==> config.mk <==
export PLATFORM = sky130hd
export DESIGN_NAME = conv_window_mac_flat
export DESIGN_NICKNAME = d
export VERILOG_FILES = /design/src/rtl/conv_window_mac_if.sv /design/src/rtl/conv_window_mac.sv /design/src/flat_wrapper.sv
export SDC_FILE = /design/constraint.sdc
export NUM_CORES = 1
export LEC_CHECK = 0
export CAP_MARGIN = 20
export CORE_MARGIN = 5
export CORE_UTILIZATION = 60
export CTS_CLUSTER_DIAMETER = 30
export DETAILED_ROUTE_END_ITERATION = 6
export MAX_ROUTING_LAYER = met4
export PLACE_DENSITY = 0.92
export SETUP_SLACK_MARGIN = 0.5
export SLEW_MARGIN = 20
export SYNTH_ARGS = -nofsm -noshare
export SYNTH_HDL_FRONTEND = slang
export SYNTH_SLANG_ARGS = --single-unit
==> constraint.sdc <==
create_clock -name clk -period 18.2 [get_ports clk]
set_input_delay 5.46 -clock clk [delete_from_list [all_inputs] [get_ports clk]]
set_output_delay 5.46 -clock clk [all_outputs]
set_load 0.1 [all_outputs]
==> src/rtl/conv_window_mac_if.sv <==
// Row-beat input and result-output handshake bundle for conv_window_mac.
// The master side feeds rows and accepts results; the engine takes the slave side.
interface conv_window_mac_if #(
    parameter int DATA_W = 8,
    parameter int K      = 4,
    parameter int OUT_W  = 25
);
    logic                  in_valid;
    logic                  in_ready;
    logic [K*DATA_W-1:0]   in_data;
    logic [K*DATA_W-1:0]   in_kern;
    logic                  out_valid;
    logic                  out_ready;
    logic [OUT_W-1:0]      out_result;
    logic                  out_sat;

    modport master (
        output in_valid, in_data, in_kern, out_ready,
        input  in_ready, out_valid, out_result, out_sat
    );

    modport slave (
        input  in_valid, in_data, in_kern, out_ready,
        output in_ready, out_valid, out_result, out_sat
    );
endinterface

==> src/rtl/conv_window_mac.sv <==
// K x K windowed multiply-accumulate: one data/kernel row per beat, K beats per window,
// result optionally ReLU-clamped and saturated into a valid/ready output register.
module conv_window_mac #(
    parameter int DATA_W      = 8,
    parameter int K           = 4,
    parameter int OUT_W       = 25,
    parameter int SIGNED_MODE = 1
) (
    input  logic           clk,
    input  logic           rst_n,
    input  logic           flush,
    input  logic           relu_en,
    conv_window_mac_if.slave bus
);
    localparam int ACC_W = 2*DATA_W + $clog2(K*K) + 1;
    localparam int CNT_W = $clog2(K);
    // Comparison width leaves headroom so the clamp limits never wrap.
    localparam int CW    = ((ACC_W > OUT_W) ? ACC_W : OUT_W) + 2;
    localparam logic [CNT_W-1:0]     LAST_ROW = CNT_W'(K-1);
    localparam logic signed [CW-1:0] ONE      = CW'(1);
    localparam logic signed [CW-1:0] MAX_V    = (SIGNED_MODE != 0) ? (ONE <<< (OUT_W-1)) - ONE
                                                                   : (ONE <<< OUT_W) - ONE;
    localparam logic signed [CW-1:0] MIN_V    = (SIGNED_MODE != 0) ? -(ONE <<< (OUT_W-1)) : '0;

    logic [CNT_W-1:0]  row_cnt_reg;
    logic [ACC_W-1:0]  acc_reg;
    logic              relu_q_reg;
    logic              out_valid_reg;
    logic [OUT_W-1:0]  out_result_reg;
    logic              out_sat_reg;

    logic [ACC_W-1:0]  prod [K];
    logic [ACC_W-1:0]  row_sum;
    logic [ACC_W-1:0]  final_sum;
    logic signed [CW-1:0] final_ext;
    logic [OUT_W-1:0]  load_val;
    logic              load_sat;
    logic              in_ready_int;
    logic              accept;
    logic              last_row;

    // Operands are widened to ACC_W before multiplying; the truncated product is
    // exact in two's complement because the true row sum fits in ACC_W bits.
    genvar gi;
    generate
        for (gi = 0; gi < K; gi++) begin : g_mul
            logic [DATA_W-1:0] d_el;
            logic [DATA_W-1:0] k_el;
            logic              d_sb;
            logic              k_sb;
            logic [ACC_W-1:0]  d_ext;
            logic [ACC_W-1:0]  k_ext;
            assign d_el  = bus.in_data[gi*DATA_W +: DATA_W];
            assign k_el  = bus.in_kern[gi*DATA_W +: DATA_W];
            assign d_sb  = (SIGNED_MODE != 0) && d_el[DATA_W-1];
            assign k_sb  = (SIGNED_MODE != 0) && k_el[DATA_W-1];
            assign d_ext = {{(ACC_W-DATA_W){d_sb}}, d_el};
            assign k_ext = {{(ACC_W-DATA_W){k_sb}}, k_el};
            assign prod[gi] = d_ext * k_ext;
        end
    endgenerate

    always_comb begin
        row_sum = '0;
        for (int j = 0; j < K; j++) begin
            row_sum = row_sum + prod[j];
        end
    end

    assign final_sum = acc_reg + row_sum;
    assign final_ext = {{(CW-ACC_W){(SIGNED_MODE != 0) && final_sum[ACC_W-1]}}, final_sum};

    always_comb begin
        load_val = final_ext[OUT_W-1:0];
        load_sat = 1'b0;
        if (relu_q_reg && (SIGNED_MODE != 0) && (final_ext < 0)) begin
            load_val = '0;
        end else if (final_ext > MAX_V) begin
            load_val = MAX_V[OUT_W-1:0];
            load_sat = 1'b1;
        end else if (final_ext < MIN_V) begin
            load_val = MIN_V[OUT_W-1:0];
            load_sat = 1'b1;
        end
    end

    // Only the completing row waits for a held result; a flush cycle refuses every beat.
    assign last_row     = (row_cnt_reg == LAST_ROW);
    assign in_ready_int = !flush && !(last_row && out_valid_reg && !bus.out_ready);
    assign accept       = bus.in_valid && in_ready_int;

    always_ff @(posedge clk) begin
        if (!rst_n) begin
            row_cnt_reg    <= '0;
            acc_reg        <= '0;
            relu_q_reg     <= 1'b0;
            out_valid_reg  <= 1'b0;
            out_result_reg <= '0;
            out_sat_reg    <= 1'b0;
        end else begin
            if (flush) begin
                row_cnt_reg <= '0;
                acc_reg     <= '0;
            end else if (accept) begin
                if (row_cnt_reg == '0) begin
                    acc_reg    <= row_sum;
                    relu_q_reg <= relu_en;
                end else begin
                    acc_reg    <= final_sum;
                end
                row_cnt_reg <= last_row ? '0 : row_cnt_reg + 1'b1;
            end

            if (accept && last_row) begin
                out_valid_reg  <= 1'b1;
                out_result_reg <= load_val;
                out_sat_reg    <= load_sat;
            end else if (out_valid_reg && bus.out_ready) begin
                out_valid_reg  <= 1'b0;
            end
        end
    end

    assign bus.in_ready   = in_ready_int;
    assign bus.out_valid  = out_valid_reg;
    assign bus.out_result = out_result_reg;
    assign bus.out_sat    = out_sat_reg;
endmodule

==> src/flat_wrapper.sv <==
// flat-port wrapper written by rule: the top's interface ports become plain ports
module conv_window_mac_flat 
#(
    parameter int DATA_W      = 8,
    parameter int K           = 4,
    parameter int OUT_W       = 25,
    parameter int SIGNED_MODE = 1
)
  (clk, rst_n, flush, relu_en, bus_in_valid, bus_in_data, bus_in_kern, bus_out_ready, bus_in_ready, bus_out_valid, bus_out_result, bus_out_sat);
  conv_window_mac_if #(.DATA_W(DATA_W), .K(K), .OUT_W(OUT_W)) bus_i ();
  input  logic clk;
  input  logic rst_n;
  input  logic flush;
  input  logic relu_en;
  input wire logic [$bits(bus_i.in_valid)-1:0] bus_in_valid;
  input wire logic [$bits(bus_i.in_data)-1:0] bus_in_data;
  input wire logic [$bits(bus_i.in_kern)-1:0] bus_in_kern;
  input wire logic [$bits(bus_i.out_ready)-1:0] bus_out_ready;
  output wire logic [$bits(bus_i.in_ready)-1:0] bus_in_ready;
  output wire logic [$bits(bus_i.out_valid)-1:0] bus_out_valid;
  output wire logic [$bits(bus_i.out_result)-1:0] bus_out_result;
  output wire logic [$bits(bus_i.out_sat)-1:0] bus_out_sat;
  assign bus_i.in_valid = bus_in_valid;
  assign bus_i.in_data = bus_in_data;
  assign bus_i.in_kern = bus_in_kern;
  assign bus_i.out_ready = bus_out_ready;
  assign bus_in_ready = bus_i.in_ready;
  assign bus_out_valid = bus_i.out_valid;
  assign bus_out_result = bus_i.out_result;
  assign bus_out_sat = bus_i.out_sat;
  conv_window_mac #(.DATA_W(DATA_W), .K(K), .OUT_W(OUT_W), .SIGNED_MODE(SIGNED_MODE)) u_core (.clk(clk), .rst_n(rst_n), .flush(flush), .relu_en(relu_en), .bus(bus_i));
endmodule
# [After elaboration in Yosys (flattened, before gate mapping)]
# Cells that the tools add are included.
[totals] register_bits=51 mem_bits_ro=0 n_memories=0 inputBits=70 ramBits=0 latch_bits=0 word_cells=45 out_inout_bits=28
[op_classes] eq_ne=1 addsub=5 shift=0 order_cmp=3 multipliers=4 div=0 n_mux=10 n_reduce_logical=14 bitwise=2
[op_table] cell="adder 21 bit" n=4
[op_table] cell="2-to-1 mux 25 bit" n=3
[op_table] cell="multiplier 8 x 8 -> 16 bit" n=4
[op_table] cell="greater-than comparator 21 x 25 -> 1 bit, second input constant" n=1
[op_table] cell="< comparator 21 x 25 -> 1 bit, second input constant" n=1
[op_table] cell="< comparator 21 x 1 -> 1 bit, second input constant" n=1
[op_table] cell="2-to-1 mux 21 bit" n=1
[op_table] cell="logical AND 1 bit" n=7
[op_table] cell="2-to-1 mux 1 bit" n=5
[op_table] cell="logical NOT 1 bit" n=3
[op_table] cell="AND reduction 3 bit" n=1
[op_table] cell="adder 2 x 1 -> 2 bit, second input constant" n=1
[op_table] cell="equality test 2 bit, second input constant" n=1
[op_table] cell="logical NOT 2 bit" n=1
[op_table] cell="2-to-1 mux 2 bit" n=1
[op_table] cell="NOT 1 bit" n=2
[op_table] cell="nonzero test 2 bit" n=1
[op_table] cell="OR reduction 2 bit" n=1

# [Logic depth before layout (Yosys ltp)]
# Gate-level depths: netlist of the first run.
[depth] depth_word=9 ltp_mapped=40 mapped_depth_nobuf=39

# [Least setup slack after synthesis of the first run]
# Ideal clock, no wire load.
[synth_timing] kind="input -> register" from="in bus_in_kern[26]" to="reg u_core.out_result_reg[11], in the netlist u_core.bus.out_result[11]" t_required_ns=18.082 setup_time_ns=0.118 n_path_buf=2 arrival_ns=13.370 path_stages=37 setup_slack_ns=4.713 cell_sequence="and2_1 -> fa_1 -> inv_1 -> fa_1 -> inv_1 -> fa_1 -> inv_1 -> fa_1 -> inv_1 -> ha_1 -> a21oi_1 -> o21bai_1 -> a21oi_1 -> o21ai_0 -> xor2_1 -> fa_1 -> inv_1 -> fa_1 -> inv_1 -> ha_1 -> inv_1 -> nor2_1 -> nor2_1 -> a31oi_1 -> or4b_2 -> nand4b_1 -> ha_1 -> clkbuf_1 -> and3_1 -> and3_1 -> a32o_1 -> a211oi_2 -> a21oi_2 -> xnor2_1 -> o21ba_2 -> buf_6 -> a22o_1"
[synth_via] elab_chain_len=7 elab_cells_between_ends=10 classes_between="add/sub: 2; mul: 1; order compare: 3; mux: 3; reduce/logical: 1"
[synth_lines] element="start: declaration" line="flat_wrapper.sv:17" rtl="input wire logic [$bits(bus_i.in_kern)-1:0] bus_in_kern;"
[synth_lines] element="multiplier 8 x 8 -> 16 bit (*)" line="conv_window_mac.sv:59" rtl="assign prod[gi] = d_ext * k_ext;"
[synth_lines] element="adder 21 bit (*)" line="conv_window_mac.sv:66" rtl="row_sum = row_sum + prod[j];"
[synth_lines] element="adder 21 bit (*)" line="conv_window_mac.sv:70" rtl="assign final_sum = acc_reg + row_sum;"
[synth_lines] element="< comparator 21 x 25 -> 1 bit" line="conv_window_mac.sv:81" rtl="end else if (final_ext < MIN_V) begin"
[synth_lines] element="2-to-1 mux 25 bit" line="conv_window_mac.sv:81"
[synth_lines] element="2-to-1 mux 25 bit" line="conv_window_mac.sv:78" rtl="end else if (final_ext > MAX_V) begin"
[synth_lines] element="2-to-1 mux 25 bit (*)" line="conv_window_mac.sv:76" rtl="if (relu_q_reg && (SIGNED_MODE != 0) && (final_ext < 0)) begin"
[synth_lines] element="end signal: assignment" line="conv_window_mac.sv:116" rtl="out_result_reg <= load_val;"
[synth_lines] element="end: declaration" line="conv_window_mac.sv:29" rtl="logic [OUT_W-1:0] out_result_reg;"
# Mark *: on every way between the ends. The rest lies on a longest branch, timed or not.
# A chain may end at the register's enable or synchronous reset.

# [Final worst setup path of the first run]
[layout_timing] from="in bus_in_data[31]" to="reg u_core.out_result_reg[0], in the netlist u_core.bus.out_result[0]"
[layout_via] elab_chain_len=7 elab_cells_between_ends=10 classes_between="add/sub: 2; mul: 1; order compare: 3; mux: 3; reduce/logical: 1"
[layout_lines] element="start: declaration" line="flat_wrapper.sv:16" rtl="input wire logic [$bits(bus_i.in_data)-1:0] bus_in_data;"
[layout_lines] element="multiplier 8 x 8 -> 16 bit (*)" line="conv_window_mac.sv:59"
[layout_lines] element="adder 21 bit (*)" line="conv_window_mac.sv:66"
[layout_lines] element="adder 21 bit (*)" line="conv_window_mac.sv:70"
[layout_lines] element="< comparator 21 x 25 -> 1 bit" line="conv_window_mac.sv:81"
[layout_lines] element="2-to-1 mux 25 bit" line="conv_window_mac.sv:81"
[layout_lines] element="2-to-1 mux 25 bit" line="conv_window_mac.sv:78"
[layout_lines] element="2-to-1 mux 25 bit (*)" line="conv_window_mac.sv:76"
# Marks and branches as above.

==> results of run 1 <==
routing by layer:
metal	wire length (um)	global-route usage	up-vias
met5	0	-	-
met3	1800	0.0285	80
met4	1060	0.0793	0
met1	12400	0.306	5347
li1	-	-	5085
met2	15800	0.439	390
cell families (layout without fill, tap and decap cells):
logic type | Yosys count | in the layout | synth area share
compound gates | 221 | 221 | 0.105
simple gates | 408 | 408 | 0.152
fa+ha+maj | 410 | 410 | 0.500
buf+inv | 382 | 468 | 0.104
mux | 12 | 12 | 0.00881
xor+xnor | 102 | 102 | 0.0640
flops | 47 | 47 | 0.0669
tightest hold or removal path: stages (launching register included):
cell,delay (ps)
sky130_fd_sc_hd__dfxtp_1,320
sky130_fd_sc_hd__nand2_1,40
sky130_fd_sc_hd__o21ai_0,50
synthesized netlist by cell type, drive strengths merged, types with 17 or more instances:
master and count:
nor2b 23, nand2 116, a21oi 73, dfxtp 47
fa 254, inv 361, o21ai 45, xor2 30
nor2 45, nand2b 17, ha 156, and2 163
xnor2 72
area by class of cell:
cell class                 instances  area (um^2)  area share
clock buffer                       6          139     0.00896
clock inverter                     2         16.3     0.00105
tap                              319          399      0.0257
multi-input combinational       1153        11700       0.753
inverter                         362         1360      0.0877
timing repair buffer              98          978      0.0631
sequential                        47          941      0.0607
metrics by stage:
stage	util	hold WS, ps
2_1_floorplan	-	441
3_3_place_gp	0.660	435
3_5_place_dp	0.660	443
4_1_cts	0.666	459
5_1_grt	0.666	501
6_report	0.666	451
cell usage in the layout (no fill, tap or decap), types with 2 or more instances in the layout:
cell type / synthesis / final
sky130_fd_sc_hd__a2111oi_0: 2 / 2
sky130_fd_sc_hd__a211oi_1: 13 / 13
sky130_fd_sc_hd__a21boi_0: 5 / 5
sky130_fd_sc_hd__a21o_1: 15 / 15
sky130_fd_sc_hd__a21oi_1: 72 / 72
sky130_fd_sc_hd__a22o_1: 10 / 10
sky130_fd_sc_hd__a22o_2: 3 / 3
sky130_fd_sc_hd__a31oi_1: 6 / 6
sky130_fd_sc_hd__a41oi_1: 4 / 4
sky130_fd_sc_hd__and2_1: 162 / 162
sky130_fd_sc_hd__and3_1: 8 / 8
sky130_fd_sc_hd__clkbuf_16: 0 / 5
sky130_fd_sc_hd__clkdlybuf4s50_1: 0 / 97
sky130_fd_sc_hd__dfxtp_1: 47 / 47
sky130_fd_sc_hd__fa_1: 254 / 254
sky130_fd_sc_hd__ha_1: 156 / 156
sky130_fd_sc_hd__inv_1: 361 / 361
sky130_fd_sc_hd__mux2_2: 3 / 3
sky130_fd_sc_hd__mux2i_1: 9 / 9
sky130_fd_sc_hd__nand2_1: 116 / 116
sky130_fd_sc_hd__nand2b_1: 17 / 17
sky130_fd_sc_hd__nand3_1: 12 / 12
sky130_fd_sc_hd__nor2_1: 45 / 45
sky130_fd_sc_hd__nor2b_1: 23 / 23
sky130_fd_sc_hd__nor3_1: 10 / 10
sky130_fd_sc_hd__o211ai_1: 9 / 9
sky130_fd_sc_hd__o21a_1: 5 / 5
sky130_fd_sc_hd__o21ai_0: 44 / 44
sky130_fd_sc_hd__o21bai_1: 8 / 8
sky130_fd_sc_hd__o31ai_1: 6 / 6
sky130_fd_sc_hd__o41ai_1: 2 / 2
sky130_fd_sc_hd__or2_2: 5 / 5
sky130_fd_sc_hd__or3_1: 2 / 2
sky130_fd_sc_hd__xnor2_1: 72 / 72
sky130_fd_sc_hd__xor2_1: 29 / 29
final timing paths:
check	to	slack [ps]	cells after the start
worst max-delay path	u_core.bus.out_result[0]$_SDFFE_PN0P_	3690	38
worst min-delay path	u_core.bus.out_result[19]$_SDFFE_PN0P_	450	2
worst max register to register	u_core.bus.out_result[0]$_SDFFE_PN0P_	15340	11
worst min register to register	u_core.bus.out_result[19]$_SDFFE_PN0P_	450	2
==> results.txt, run 1 <==
* PostCTS Resize Cnt: 0
* CP max FO: 13
- Area Overhead vs Synth: 10.2%
* Worst Slack Setup Final: 3690 ps
- HP Class: reg -> reg
- CP startpoint kind: primary input
* Area inside the core boundary: 23,300 um^2
* Maximum buffer depth of the clock tree: 2
* Number of top-level design ports: 98
* Detailed router's first-iteration violation count: 641
- Number of buffers and inverters on the critical path: 7
* Number of nets with antenna violations after routing: 0
* Detailed-routing iteration count for the pre-antenna-repair pass: 6
- Tracing the worst setup path back leads to its startpoint at bus_in_data[31].
- Status: completed
* Placer's final routability congestion estimate: 0.944
- Entering global routing, the biggest net connects 38 pins.
- The first global-routing pass estimated 53,900 um of wire.
- Nets: 2,147
- Max-cap violations in this run came to 0.
* Data required, critical path: 18,440 ps
- Grouping stages by cell kind, the critical path spends the most delay in adder cells.
- The share of synthesized area in the top cell type comes to 0.362.
* Final clock skew: 7.70 ps
- At the placement stage, the worst setup path has a slack of 3520 ps.
- The floorplan step set the die height to 163 um.
- Synthesis produced a netlist with a net count of 2,062.
* Die X: 163 um
- Share of the clock period used by the worst path after layout: 0.797
* Number of cell rows: 56
- Largest cells by area after synthesis: sky130_fd_sc_hd__fa_1 (36%), sky130_fd_sc_hd__ha_1 (14%), sky130_fd_sc_hd__inv_1 (9.6%), sky130_fd_sc_hd__and2_1 (7.2%), sky130_fd_sc_hd__dfxtp_1 (6.7%)
- After clock tree synthesis, the setup repair step added 0 buffers.
- TritonCTS built the clock tree.
* Post-layout instance area: 15,500 um^2
- RSZ-0062 raised after global routing: no
* Average size of a mapped cell: 8.89 um^2
- In this run, distinct cell masters in the synthesized netlist total 64.
- Diode insertion count for antenna repair: 0
* Count of endpoints failing hold in the final timing report: 0
* Max transition margin: 0.330
* Number of buffers created by CTS: 5
- The tree built by TritonCTS fans out to 47 sinks.
- Critical path's slowest cell: sky130_fd_sc_hd__clkdlybuf4s50_1
- CTS built an H-tree with a depth of 2.
- For this run, design rule violations remaining after detail routing come to 0.
- Fraction of layout cells with a size suffix above 1: 0.0192
- Worst-margin pin slew: 1000 ps
- The via count of the first global-routing pass is 11.7k.
- Root buffer selected by CTS: sky130_fd_sc_hd__clkbuf_16
- The share of the Yosys chip area taken by registers is 0.0669.
* CTS clock-pin slew for the worst setup and hold paths: 70 ps
* Worst Path Arrival: 14,740 ps
- The synthesized netlist occupies a cell area of 14,100 um^2.
* Number of port buffers: 97
- In this run, synthesis inferred 0 flip-flops with an integrated enable.
- Detailed placer's ending HPWL: 27,000 um
- Source of the worst register-to-register timing path: u_core.acc_reg[0]$_SDFFE_PP0P_
- In this design, the stage delay of the slowest critical-path cell is 560 ps.
- Count of synthesis-stage warnings from yosys: 0
- Minimum period implied by the final worst setup slack: 14,510 ps
- In this run, synthesis produced a sequential element count of 47.
- Of all flip-flops after synthesis, the portion carrying an async set or reset was 0.
* Placed Instance Area: 15,300 um^2
* Capturing element type of the critical path: flop
- The total overflow left after global routing is 0.
- The number of antenna violations at the first check in global routing is 0.
* Maximum clock rate: 0.0689 GHz
* Overall track demand over capacity in global routing: 0.251
- Wire length per cell after detailed routing: 15.6 um
- Initial Utilization: 0.605
- Number of pins with negative max-slew slack in the final report: 0
- Including well taps, the total number of placed cells is 1,979.
- After routing, the total negative slack on setup checks comes to 0 ps.
* Via count normalized by instance count: 5.49
- The routed design has 31,100 um of wire.
* Synthesized instance count: 1,582
- Buffers inserted to repair hold after CTS numbered 0.
* Post-synthesis cell type with the largest combined area: sky130_fd_sc_hd__fa_1
- In this run the most critical hold path is launched from u_core.bus.out_result[19]$_SDFFE_PN0P_.
- Summing over every cut layer, the via total after detailed routing is 10.9k.
- Among all flip-flop cells after synthesis, the most frequent one is sky130_fd_sc_hd__dfxtp_1.
- Worst-Skew Late Latency: 290 ps
* Final setup fails: 0
- Category of the most critical setup path: in -> reg
- Fin cells: 1,987
- The layout has 1,708 filler cells.
- The die covers 26,600 um^2.
Power of run 1 is left out: the tool's default activity adds up to more than one toggle a clock period on the data nets, which glitch-free logic cannot reach.
==> run 2, diff against run 1 <==
==> constraint.sdc (replaced) <==
create_clock -name clk -period 15.15 [get_ports clk]
set_input_delay 4.545 -clock clk [delete_from_list [all_inputs] [get_ports clk]]
set_output_delay 4.545 -clock clk [all_outputs]
set_load 0.1 [all_outputs]
==> run 2 against run 1 <==
Against the previous run:
- worst hold slack better by 2.6 ps
- worst setup slack got worse by 2100 ps
- critical endpoint is now u_core.bus.out_result[3]$_SDFFE_PN0P_
- die area did not move
- sequential share of layout area barely moved
- cell count stayed put
- design area about the same
- non-clock buffer count did not move
- wire length increased by 0.82%
- first-iteration DRC count up 12%
==> results.txt, run 2 (synthesized netlist as in run 1, its figures left out) <==
- The worst hold path startpoint is u_core.bus.out_result[5]$_SDFFE_PN0P_ (was u_core.bus.out_result[19]$_SDFFE_PN0P_).
- The source of the worst register-to-register timing path was u_core.acc_reg[0]$_SDFFE_PP0P_ (unchanged).
- Wire length per cell after detailed routing: 15.8 um (was 15.6 um)
* DR vias: 11.0k (was 10.9k)
- The setup slack of the most critical reg-to-reg path came to 12,240 ps (was 15,340 ps).
* Final TNS setup: 0 ps (unchanged)
- The die span in x was 163 um (unchanged).
* Area inside the core boundary: 23,300 um^2 (unchanged)
- The element type at the critical path end was a flop (unchanged).
- Derived from the worst setup path, the maximum achievable clock frequency is 0.0736 GHz.
- Remaining routing DRC violations: 0 (unchanged)
- The count of inserted antenna diode cells was 0 (unchanged).
- The root cell of the clock tree is sky130_fd_sc_hd__clkbuf_16 (unchanged).
* Stage delay of the slowest cell on the critical path: 550 ps (was 560 ps)
* Number of cell rows: 56 (unchanged)
- The y dimension of the die was 163 um (unchanged).
- Worst path most repeated cell: sky130_fd_sc_hd__inv_1
- The max-capacitance violation count is 0 (unchanged).
- Global-route wire length before repair: 54,400 um (was 53,900 um)
- The transition time at the pin with the least slew margin came to 1000 ps (about the same).
* Number of port buffers: 97 (unchanged)
- The TritonCTS clock tree was built (unchanged).
* Nets: 2,147 (unchanged)
* Maximum buffer depth of the clock tree: 2 (unchanged)
* Post-CTS Setup Inserts: 0 (unchanged)
* PostCTS Resize Cnt: 0 (unchanged)
- Final setup fails: 0 (unchanged)
* Count of endpoints failing hold in the final timing report: 0 (unchanged)
* Largest net degree at the start of global routing: 38 (unchanged)
- Status: completed (unchanged).
- The number of antenna-violating nets in the routed design was 0 (unchanged).
- HP Class: reg -> reg (unchanged)
* RSZ-0062 raised after global routing: no (unchanged)
* Critical path's slowest cell: sky130_fd_sc_hd__fa_1 (was sky130_fd_sc_hd__clkdlybuf4s50_1)
* Worst-Skew Late Latency: 290 ps (about the same)
* Top library cells by usage in the layout, fill and taps aside: sky130_fd_sc_hd__inv_1 (361), sky130_fd_sc_hd__fa_1 (254), sky130_fd_sc_hd__and2_1 (162) (unchanged)
- The leftover overflow at the end of global routing was 0 (unchanged).
- Final clock skew: 7.89 ps (was 7.70 ps)
- Hold-critical path endpoint: u_core.bus.out_result[5]$_SDFFE_PN0P_ (was u_core.bus.out_result[19]$_SDFFE_PN0P_)
* CTS H-tree depth: 2 (unchanged)
- The most common cell after layout, fill and taps aside is sky130_fd_sc_hd__inv_1 (unchanged).
- Cell depth of the worst min-delay path: 2 (unchanged)
- The number of antenna violations at the first check in global routing came to 0 (unchanged).
* Number of global-route vias before repair: 12.0k (was 11.7k)
- Initial Utilization: 0.605 (unchanged)
* Worst Path Arrival: 13,740 ps (was 14,740 ps)
- Number of hold-repair buffers added at the cts stage: 0 (unchanged)
- Placer's final routability congestion estimate: 0.949 (was 0.944)
* Detailed placer's ending HPWL: 27,300 um (was 27,000 um)
- The final number of max-transition violations came to 0 (unchanged).
- The total wire length was 31,300 um (was 31,100 um).
- The area enclosed by the die boundary came to 26,600 um^2 (unchanged).
* Overall track demand over capacity in global routing: 0.253 (was 0.251)
* Fraction of layout cells with a size suffix above 1: 0.0192 (unchanged)
* Number of buffers created by CTS: 5 (unchanged)
- Share of the clock period used by the worst path after layout: 0.897
- The worst path needs 13,590 ps of the cycle, external delays included.
- Sink count of the clock tree: 47 (unchanged)
- Reg-to-Reg End: u_core.bus.out_result[3]$_SDFFE_PN0P_ (was u_core.bus.out_result[0]$_SDFFE_PN0P_)
- The startpoint type of the worst setup path was a primary input (unchanged).
- The boundary pin count came to 98 (unchanged).
- Area Overhead vs Synth: 10.3% (was 10.2%)
- The worst setup path category is in -> reg (unchanged).
- The violation count after the first detailed-route iteration is 716 (was 641).
* Max transition margin: 0.330 (about the same)
* CP max FO: 8 (was 13)
* Worst Reg-to-Reg Cells: 11 (unchanged)
* Via count normalized by instance count: 5.53 (was 5.49)
- Detailed-routing iteration count for the pre-antenna-repair pass: 6 (unchanged)
- Data required, critical path: 15,300 ps (was 18,440 ps)
- The clock input transition at the sequential cells of the worst setup and hold paths came to 60 ps (was 70 ps).
run 2: cell count changes in the layout (fill, tap and decap cells not counted):
cell / before / now
sky130_fd_sc_hd__bufinv_16: 0 / 1
sky130_fd_sc_hd__clkbuf_8: 1 / 0
sky130_fd_sc_hd__clkinv_2: 0 / 1
sky130_fd_sc_hd__clkinvlp_4: 1 / 0
run 2: through the flow:
step                utilization  hold slack (ps)  area [um^2]  setup WS [ps]  instances
floorplan                     -              441        14100           2580       1582
global placement          0.660              435        15300           1720       1979
detailed placement        0.660              444        15300           1380       1979
CTS                       0.667              459        15500           1630       1987
global route              0.667              495        15500            989       1987
finish                    0.667              454        15500           1560       1987
run 2: worst max-delay path by stage:
stage	from	endpoint	slack (ps)	depth (start not counted)
6_report	bus_in_data[28]	u_core.bus.out_result[3]$_SDFFE_PN0P_	1560	40
5_1_grt	bus_in_kern[17]	u_core.bus.out_result[3]$_SDFFE_PN0P_	990	37
4_1_cts	bus_in_kern[18]	u_core.bus.out_result[3]$_SDFFE_PN0P_	1630	36
3_5_place_dp	bus_in_kern[18]	u_core.bus.out_result[3]$_SDFFE_PN0P_	1380	36
3_3_place_gp	bus_in_kern[18]	u_core.bus.out_result[4]$_SDFFE_PN0P_	1720	36
2_1_floorplan	bus_in_kern[26]	u_core.bus.out_result[11]$_SDFFE_PN0P_	2580	37
run 2: layout make-up:
class                      instances  area [um^2]
clock buffer                       5          125
fill                            1745         7750
clock inverter                     3         43.8
sequential                        47          941
inverter                         362         1360
multi-input combinational       1153        11700
timing repair buffer              98          978
tap                              319          399
run 2: critical path: cells and delay by family:
kind	cells	cell delay (ps)
buf+inv	7	830
compound gates	15	2960
simple gates	5	840
fa+ha+maj	10	4020
xor+xnor	3	540
run 2: metal layers:
metal	global-route usage	routed length [um]	up-vias
met3	0.0290	1860	97
met5	-	0	-
li1	-	-	5086
met4	0.0873	1130	0
met2	0.442	16100	411
met1	0.305	12200	5393
Power of run 2 is left out for the same reason.
==> run 3, diff against run 2 <==
--- a/config.mk
+++ b/config.mk
@@ -10,7 +10,6 @@
 export CORE_UTILIZATION = 60
 export CTS_CLUSTER_DIAMETER = 30
 export DETAILED_ROUTE_END_ITERATION = 6
-export MAX_ROUTING_LAYER = met4
 export PLACE_DENSITY = 0.92
 export SETUP_SLACK_MARGIN = 0.5
 export SLEW_MARGIN = 20
==> run 3 against run 2 <==
Against the previous run:
- critical endpoint is now u_core.bus.out_result[13]$_SDFFE_PN0P_
- global-route usage is 1.4 points lower
- design area stayed put
- critical path type unchanged
- clock skew hardly changed
- register-to-register slack worse by 20 ps
- largest cell class unchanged
==> results.txt, run 3 (synthesized netlist as in run 1, its figures left out) <==
* Status: completed (unchanged)
- Worst-margin pin slew: 999 ps (was 1000 ps)
- The time the final worst path needs with I/O delays and setup came to 13,670 ps (was 13,590 ps).
- CP Capture Point: u_core.bus.out_result[13]$_SDFFE_PN0P_ (was u_core.bus.out_result[3]$_SDFFE_PN0P_)
- The routability congestion estimate from global placement is 0.921 (was 0.949).
- The startpoint type of the worst setup path is a primary input (unchanged).
- The number of antenna-violating nets in the routed design was 0 (unchanged).
- The placeable core region was 23,300 um^2 (unchanged).
- Worst Path Arrival: 13,900 ps (was 13,740 ps)
- The source of the worst register-to-register timing path was u_core.acc_reg[0]$_SDFFE_PP0P_ (unchanged).
- The number of clock buffers inserted by TritonCTS was 5 (unchanged).
- The area enclosed by the die boundary is 26,600 um^2 (unchanged).
- The count of final setup violators came to 0 (unchanged).
- The area overhead of the layout relative to synthesis came to 10.3% (unchanged).
* Number of global-route vias before repair: 11.6k (was 12.0k)
* Clock tree from TritonCTS: built (unchanged)
* Critical path's slowest cell: sky130_fd_sc_hd__clkdlybuf4s50_1 (was sky130_fd_sc_hd__fa_1)
* Maximum clock rate: 0.0731 GHz (was 0.0736 GHz)
- Root buffer selected by CTS: sky130_fd_sc_hd__clkbuf_16 (unchanged)
- The DRC violations left came to 0 (unchanged).
- The number of search-and-repair iterations in the first detailed-routing pass was 5 (was 6).
- Reg-to-Reg End: u_core.bus.out_result[13]$_SDFFE_PN0P_ (was u_core.bus.out_result[3]$_SDFFE_PN0P_)
- The count of fill cells added during filler insertion is 1,710 (was 1,745).
- The worst max-slew margin expressed relative to the limit is 0.332 (was 0.330).
* HP Class: reg -> reg (unchanged)
- The number of antenna violations at the first check in global routing is 0 (unchanged).
- The violation count after the first detailed-route iteration is 587 (was 716).
- The total wire length came to 30,700 um (was 31,300 um).
- The H-tree depth was 2 (unchanged).
* Slack of the worst reg-to-reg path: 12,220 ps (was 12,240 ps)
* Die X: 163 um (unchanged)
* Worst Reg-to-Reg Cells: 11 (unchanged)
- Wire length per cell after detailed routing: 15.5 um (was 15.8 um)
* RSZ-0062 raised after global routing: no (unchanged)
- The accumulated negative setup slack came to 0 ps (unchanged).
* CP max FO: 13 (was 8)
- The detailed placement HPWL was 27,000 um (was 27,300 um).
- The clock input transition at the sequential cells of the worst setup and hold paths was 60 ps (about the same).
- Initial Utilization: 0.605 (unchanged)
- The number of buffer cells added on primary ports came to 97 (unchanged).
- Top library cells by usage in the layout, fill and taps aside: sky130_fd_sc_hd__inv_1 (361), sky130_fd_sc_hd__fa_1 (254), sky130_fd_sc_hd__and2_1 (162) (unchanged).
- The total via count in the routed design is 10.8k (was 11.0k).
- Sink count of the clock tree: 47 (unchanged)
* Number of hold-repair buffers added at the cts stage: 0 (unchanged)
- The count of inserted antenna diode cells is 0 (unchanged).
* Share of the clock period used by the worst path after layout: 0.902 (was 0.897)
- The post-CTS setup buffer count is 0 (unchanged).
* Final clock skew: 7.51 ps (was 7.89 ps)
* Most frequent standard cell in the layout excluding fill and tap cells: sky130_fd_sc_hd__inv_1 (unchanged)
- Global-route wire length before repair: 53,000 um (was 54,400 um)
- The count of nets after finishing is 2,147 (unchanged).
- The element type at the critical path end is a flop (unchanged).
- Grt ovf: 0 (unchanged)
* Overall track demand over capacity in global routing: 0.238 (was 0.253)
* Via count normalized by instance count: 5.44 (was 5.53)
- The worst setup path category is in -> reg (unchanged).
* Worst-Skew Late Latency: 290 ps (about the same)
- The max-capacitance violation count is 0 (unchanged).
- Data required, critical path: 15,380 ps (was 15,300 ps)
- Die height: 163 um (unchanged)
- Critical Path Start: bus_in_data[31] (was bus_in_data[28])
- The pin count of the biggest net entering global routing came to 38 (unchanged).
* Stage delay of the slowest cell on the critical path: 560 ps (was 550 ps)
- The number of resized instances in the post-cts repair step came to 0 (unchanged).
- Number of pins with negative max-slew slack in the final report: 0 (unchanged)
* Count of endpoints failing hold in the final timing report: 0 (unchanged)
- Hold_sp: u_core.bus.out_result[10]$_SDFFE_PN0P_ (was u_core.bus.out_result[5]$_SDFFE_PN0P_)
- The maximum buffer depth of the clock tree was 2 (unchanged).
* Fraction of layout cells with a size suffix above 1: 0.0192 (unchanged)
- Number of cell rows: 56 (unchanged)
- The boundary pin count was 98 (unchanged).
[run 3: how the worst min path moves through the flow]
stage	endpoint	slack (ps)	cells past startpoint
2_1_floorplan	u_core.bus.out_result[24]$_SDFFE_PN0P_	440	1
3_3_place_gp	u_core.bus.out_result[2]$_SDFFE_PN0P_	440	2
3_5_place_dp	u_core.bus.out_result[3]$_SDFFE_PN0P_	450	2
4_1_cts	u_core.bus.out_result[3]$_SDFFE_PN0P_	460	2
5_1_grt	u_core.bus.out_result[5]$_SDFFE_PN0P_	500	2
6_report	u_core.bus.out_result[10]$_SDFFE_PN0P_	460	2
[run 3: cell type report]
| cell class | instances | area, um^2 | area share |
|---|---|---|---|
| tap | 319 | 399 | 0.0257 |
| timing repair buffer | 98 | 978 | 0.0631 |
| clock buffer | 5 | 125 | 0.00806 |
| inverter | 362 | 1360 | 0.0876 |
| multi-input combinational | 1153 | 11700 | 0.752 |
| sequential | 47 | 941 | 0.0606 |
| clock inverter | 3 | 43.8 | 0.00282 |
[run 3: stage by stage]
step | hold WS, ps | setup WS (ps) | instance area, um^2 | cells | util
after floorplan | 441 | 2580 | 14100 | 1582 | -
after global placement | 435 | 1730 | 15300 | 1979 | 0.660
after detailed placement | 449 | 1370 | 15300 | 1979 | 0.660
after CTS | 464 | 1610 | 15500 | 1987 | 0.667
after global routing | 496 | 890 | 15500 | 1987 | 0.667
final | 456 | 1480 | 15500 | 1987 | 0.667
[run 3: worst max-delay path: cells and delay by family]
| kind | cells | cell delay [ps] |
|---|---|---|
| adders and majority gates | 9 | 4110 |
| AOI/OAI and AO/OA | 14 | 2840 |
| buffers and inverters | 7 | 870 |
| and+or+nand+nor | 5 | 870 |
| xor gates and xnor gates | 3 | 630 |
[run 3: layer usage]
layer,track usage,routed length (um),up-vias
met3,0.0313,1710,92
met2,0.424,15600,347
met5,0,0,-
met4,0.0873,1160,0
met1,0.297,12300,5271
li1,-,-,5090
Power of run 3 is left out for the same reason.
